File: src/rtl/kmac_msg_arb.sv
// KMAC message FIFO input arbiter: grants SW or APP for a whole message,
// then sequences process/flush, waits for absorb, and issues the FIFO clear.
module kmac_msg_arb #(
  parameter int unsigned DataW = 64,
  parameter int unsigned CntW  = 16
) (
  input  logic             clk_i,
  input  logic             rst_i,
  input  logic             sw_valid_i,
  input  logic [DataW-1:0] sw_data_i,
  input  logic [DataW-1:0] sw_mask_i,
  output logic             sw_ready_o,
  input  logic             sw_process_i,
  output logic             sw_done_o,
  input  logic             app_valid_i,
  input  logic [DataW-1:0] app_data_i,
  input  logic [DataW-1:0] app_mask_i,
  output logic             app_ready_o,
  input  logic             app_process_i,
  output logic             app_done_o,
  output logic             fifo_valid_o,
  output logic [DataW-1:0] fifo_data_o,
  output logic [DataW-1:0] fifo_mask_o,
  input  logic             fifo_ready_i,
  output logic             fifo_process_o,
  input  logic             fifo_process_done_i,
  input  logic             absorbed_i,
  output logic [3:0]       fifo_clear_o,
  output logic [1:0]       owner_o,
  output logic [CntW-1:0]  beat_cnt_o,
  output logic             err_o
);

  localparam logic [3:0] MuBi4True  = 4'h6;
  localparam logic [3:0] MuBi4False = 4'h9;
  localparam logic [1:0] OwnNone    = 2'b00;
  localparam logic [1:0] OwnSwEnc   = 2'b01;
  localparam logic [1:0] OwnAppEnc  = 2'b10;

  typedef enum logic [2:0] {
    StIdle   = 3'd0,
    StOwnSw  = 3'd1,
    StOwnApp = 3'd2,
    StFlush  = 3'd3,
    StAbsorb = 3'd4,
    StClear  = 3'd5
  } state_e;

  state_e          r_state, w_state_d;
  logic            r_rr_app, w_rr_app_d;
  logic [1:0]      r_owner, w_owner_d;
  logic [CntW-1:0] r_cnt, w_cnt_d;
  logic            r_err, w_err;
  logic [3:0]      r_fifo_clear;
  logic            r_sw_done, r_app_done;

  logic             w_sel_sw;
  logic             w_own_valid, w_own_proc, w_other_proc, w_any_proc;
  logic [DataW-1:0] w_own_data, w_own_mask;
  logic             w_sw_pend, w_app_pend;

  // Owner-side view of the requester ports while streaming
  assign w_sel_sw     = (r_state == StOwnSw);
  assign w_own_valid  = w_sel_sw ? sw_valid_i   : app_valid_i;
  assign w_own_proc   = w_sel_sw ? sw_process_i : app_process_i;
  assign w_other_proc = w_sel_sw ? app_process_i : sw_process_i;
  assign w_own_data   = w_sel_sw ? sw_data_i    : app_data_i;
  assign w_own_mask   = w_sel_sw ? sw_mask_i    : app_mask_i;
  assign w_any_proc   = sw_process_i | app_process_i;
  assign w_sw_pend    = sw_valid_i  | sw_process_i;
  assign w_app_pend   = app_valid_i | app_process_i;

  always_ff @(posedge clk_i or posedge rst_i) begin
    if (rst_i) begin
      r_state      <= StIdle;
      r_rr_app     <= 1'b1;
      r_owner      <= OwnNone;
      r_cnt        <= '0;
      r_err        <= 1'b0;
      r_fifo_clear <= MuBi4False;
      r_sw_done    <= 1'b0;
      r_app_done   <= 1'b0;
    end else begin
      r_state      <= w_state_d;
      r_rr_app     <= w_rr_app_d;
      r_owner      <= w_owner_d;
      r_cnt        <= w_cnt_d;
      r_err        <= w_err;
      r_fifo_clear <= (w_state_d == StClear) ? MuBi4True : MuBi4False;
      r_sw_done    <= (w_state_d == StClear) && (r_owner == OwnSwEnc);
      r_app_done   <= (w_state_d == StClear) && (r_owner == OwnAppEnc);
    end
  end

  always_comb begin
    w_state_d      = r_state;
    w_rr_app_d     = r_rr_app;
    w_owner_d      = r_owner;
    w_cnt_d        = r_cnt;
    w_err          = 1'b0;
    fifo_valid_o   = 1'b0;
    fifo_data_o    = '0;
    fifo_mask_o    = '0;
    sw_ready_o     = 1'b0;
    app_ready_o    = 1'b0;
    fifo_process_o = 1'b0;

    unique case (r_state)
      StIdle: begin
        w_err = fifo_process_done_i;
        // Contention goes to the round-robin favourite, which then flips
        if (w_sw_pend && w_app_pend) begin
          w_rr_app_d = ~r_rr_app;
          w_state_d  = r_rr_app ? StOwnApp : StOwnSw;
          w_owner_d  = r_rr_app ? OwnAppEnc : OwnSwEnc;
        end else if (w_sw_pend) begin
          w_state_d = StOwnSw;
          w_owner_d = OwnSwEnc;
        end else if (w_app_pend) begin
          w_state_d = StOwnApp;
          w_owner_d = OwnAppEnc;
        end
      end
      StOwnSw, StOwnApp: begin
        fifo_valid_o = w_own_valid;
        fifo_data_o  = w_own_valid ? w_own_data : '0;
        fifo_mask_o  = w_own_valid ? w_own_mask : '0;
        sw_ready_o   = w_sel_sw  & fifo_ready_i;
        app_ready_o  = ~w_sel_sw & fifo_ready_i;
        if (w_own_valid && fifo_ready_i && (r_cnt != {CntW{1'b1}})) begin
          w_cnt_d = r_cnt + CntW'(1);
        end
        if (w_own_proc && !w_own_valid) begin
          fifo_process_o = 1'b1;
          w_state_d      = StFlush;
        end
        w_err = (w_own_proc & w_own_valid) | w_other_proc | fifo_process_done_i;
      end
      StFlush: begin
        w_err = w_any_proc;
        if (fifo_process_done_i) w_state_d = StAbsorb;
      end
      StAbsorb: begin
        w_err = w_any_proc | fifo_process_done_i;
        if (absorbed_i) w_state_d = StClear;
      end
      StClear: begin
        w_err     = w_any_proc | fifo_process_done_i;
        w_state_d = StIdle;
        w_owner_d = OwnNone;
        w_cnt_d   = '0;
      end
      default: begin
        w_state_d = StIdle;
        w_owner_d = OwnNone;
        w_cnt_d   = '0;
      end
    endcase
  end

  assign fifo_clear_o = r_fifo_clear;
  assign owner_o      = r_owner;
  assign beat_cnt_o   = r_cnt;
  assign err_o        = r_err;
  assign sw_done_o    = r_sw_done;
  assign app_done_o   = r_app_done;

endmodule
File: config.mk
export PLATFORM = sky130hd
export DESIGN_NAME = kmac_msg_arb
export DESIGN_NICKNAME = d
export VERILOG_FILES = /design/src/rtl/kmac_msg_arb.sv
export SDC_FILE = /design/constraint.sdc
export NUM_CORES = 1
export LEC_CHECK = 0
export BUFFER_PORTS_ARGS = -buffer_cell sky130_fd_sc_hd__buf_2
export CAP_MARGIN = 20
export CORE_AREA = 3 3 165 167
export DETAILED_ROUTE_END_ITERATION = 6
export DIE_AREA = 0 0 168 170
export PLACE_DENSITY = 0.5
export SLEW_MARGIN = 5
export SYNTH_ARGS = -nofsm -noshare
export SYNTH_HDL_FRONTEND = slang
export SYNTH_SLANG_ARGS = --single-unit
File: constraint.sdc
create_clock -name clk_i -period 3.7 [get_ports clk_i]
set_input_delay 0.555 -clock clk_i [delete_from_list [all_inputs] [get_ports clk_i]]
set_output_delay 0.555 -clock clk_i [all_outputs]
set_load 0.005 [all_outputs]
==> run metrics <==
status=completed; CP Launch Type=register; post-synthesis area per instance=5.70 sq um; worst min path class=primary input to async pin; drt total wl=20,500 microns; simple logic cell fraction of the synthesized area=0.416; multiplexer share of the synthesized area=0.0380; Slew Limit Headroom=0.467; EDFF count, synth=0; pin count of the biggest net entering global routing=131; Finished Core Util=0.233; M1 WL=8110 microns; Worst Path Arrival=2.78 ns; Post-Layout Inst Area=0.00604 sq mm; clock-pin slew of the registers on the worst-case setup and hold paths=0.07 ns; min cycle time layout=3.34 ns; Pre-Repair DR Iteration Count=5; PostCTS Resize Cnt=0; Routed Antenna Nets=0; via count of the first global-routing pass=5,263; Pleak=3.41 nW; GPL Wtd Cong=0.802; Port-buffer cells=421; core region area=0.0259 sq mm; flop2flop setup slack=1.39 ns; Cells after DPL=1,325; first-pass GRT wire length=29,800 microns; area share of fa/ha/maj cells after synthesis=0.00358; cells taking the most area after synthesis=nand2_1, a21oi_1, dfrtp_1; chip height=170 microns; Post-Syn Instances=613; Area Overhead vs Synth=72.8%; critical path type=register to output port; launching point of the worst reg2reg path=r_state[2]$_DFF_PP0_; layout cells sized above 1=0.453; crit path launch=r_state[1]$_DFF_PP0_; final setup fails=0; clock tree sinks=27; Max Slew Vio Count=0; Iter 0 DRT Violations=404; Ys Warns=0; total CTS buffers=3; setup bufs post-CTS=0; worst slew pin tran=0.799 ns; asr flop ratio synth=1.00; nets@finish=1,261; initial antenna violation count=12; PD cells=658 mW/mm^2; Hold Buf Count CTS=0; die width=168 microns; Max Used Layer=met5; CP Max Fanout=87; RSZ-0062 raised after global routing=false; area leader, netlist=nand2_1; Max IR drop VDD=0.000543 V; post-synthesis sequential area ratio=0.194; number of max-cap violations=0; row count=59; Post-Syn Area=0.00349 sq mm; Distinct cells, synth=48; total negative slack=0 ns; critical path required time=3.14 ns; Synth Flop Type=dfrtp_1; final worst-path cycle share=0.902; Fin Hold WS=0.338 ns; fmax=300 MHz; flops & latches, synth=27; top-area cell type share of the netlist area=0.301; GRT Total Usage=0.128; dpl hpwl=16,600 microns; I/O pins=422; largest family of logic cells by synthesized area=simple AND/OR/NAND/NOR gates; Setup crit end kind=output port; Avg WL per Cell=15.4 microns; Initial Utilization=0.135; gr ovfl total=0; detailed-route DRC error count=0; dpl cell area=0.00595 sq mm; compound-cell area share of the yosys netlist=0.269; Finished Layout Cells=1,333; CTS max path bufs=2; Root Driver=clkbuf_16; met3 wire len=1940 microns; Via Count=5,667; fillers=2,987; CTS tree=built; met2 routed WL=10,100 microns; xor/xnor share of the synthesized area=0.00501; most frequent cells in the layout=buf_2, nand2_1, a21oi_1; die area=0.0286 sq mm; FF-to-FF End=beat_cnt_o[8]$_DFFE_PP0P_; Fin. Hold Viols=0; Clock Latency Late Sink=0.27 ns; number of H-tree levels=1; DR vias/cell=4.25; Worst Skew=0.00629 ns; commonest non-fill, non-tap cell in the layout=buf_2; FF-to-FF path depth=4; Syn Nets=879
-- per-stage QoR --
step,power (mW),worst slack [ns]
finish,3.97,0.364
global route,4.39,0.261
CTS,4.02,0.385
detailed placement,3.75,0.672
global placement,3.75,0.749
floorplan,2.33,1.52
-- registers in the layout (all words and copies together) (netlist names) --
name,cells
r_rr_app,1
owner_o,2
app_done_o,1
r_state,3
beat_cnt_o,16
fifo_clear_o,2
err_o,1
sw_done_o,1
-- final cells by class --
type / instances / area (sq um) / area share
Sequential cell: 27 / 678 / 0.112
Antenna cell: 4 / 10.0 / 0.00166
Clock buffer: 4 / 78.8 / 0.0131
Multi-Input combinational cell: 525 / 2570 / 0.426
Timing Repair Buffer: 432 / 2260 / 0.374
Inverter: 6 / 22.5 / 0.00373
Tap cell: 335 / 419 / 0.0694
-- cell usage after synthesis, types with 2 or more instances --
| cell type | count |
|---|---|
| nand2_1 | 280 |
| a21oi_1 | 136 |
| clkbuf_1 | 33 |
| dfrtp_1 | 25 |
| buf_2 | 20 |
| nand2b_1 | 12 |
| mux2i_1 | 11 |
| o21ai_0 | 9 |
| nand3_1 | 8 |
| inv_1 | 6 |
| nand3b_1 | 6 |
| nor2_1 | 6 |
| a211oi_1 | 4 |
| a31oi_1 | 4 |
| and3_1 | 4 |
| and4_1 | 4 |
| nor3b_1 | 4 |
| a2111oi_2 | 3 |
| a41oi_1 | 3 |
| a2111oi_1 | 2 |
| buf_4 | 2 |
| dfstp_2 | 2 |
| nand4_1 | 2 |
| nor3_1 | 2 |
| nor4_1 | 2 |
-- worst max path at each step --
stage | to | depth (start not counted)
floorplan | fifo_data_o[54] | 7
global placement | fifo_mask_o[34] | 6
detailed placement | fifo_mask_o[34] | 6
CTS | fifo_mask_o[34] | 6
global route | fifo_mask_o[34] | 6
finish | fifo_mask_o[34] | 6
-- worst max-delay path, cell delays in order, from the launching register on --
cell,delay (ns)
dfrtp_1,0.64
xnor2_1,0.27
nor2_1,0.42
nand2_4,0.29
buf_12,0.28
a21oi_1,0.33
buf_2,0.18
-- per-layer routing --
| metal | global-route usage | vias up |
|---|---|---|
| met2 | 0.228 | 285 |
| met4 | 0.0171 | 16 |
| met1 | 0.155 | 2520 |
| met3 | 0.0393 | 31 |
| met5 | 0 | - |
| li1 | - | 2815 |
-- logic make-up (layout without fill, tap and decap cells) --
logic type	count (synthesis)	after routing
AND/OR/NAND/NOR	340	340
AO/OA/AOI/OAI	169	169
buffers and inverters	61	442
flip-flops	27	27
multiplexers	13	13
XOR/XNOR	2	2
adder cells (fa/ha/maj)	1	1
other	0	4
-- power breakdown --
| group | internal [mW] | leakage (nW) | switching [mW] |
|---|---|---|---|
| combinational | 1.23 | 3.01 | 1.97 |
| clock | 0.148 | 0.0382 | 0.106 |
| sequential | 0.367 | 0.356 | 0.149 |
Power figures use the tool's default switching activity.
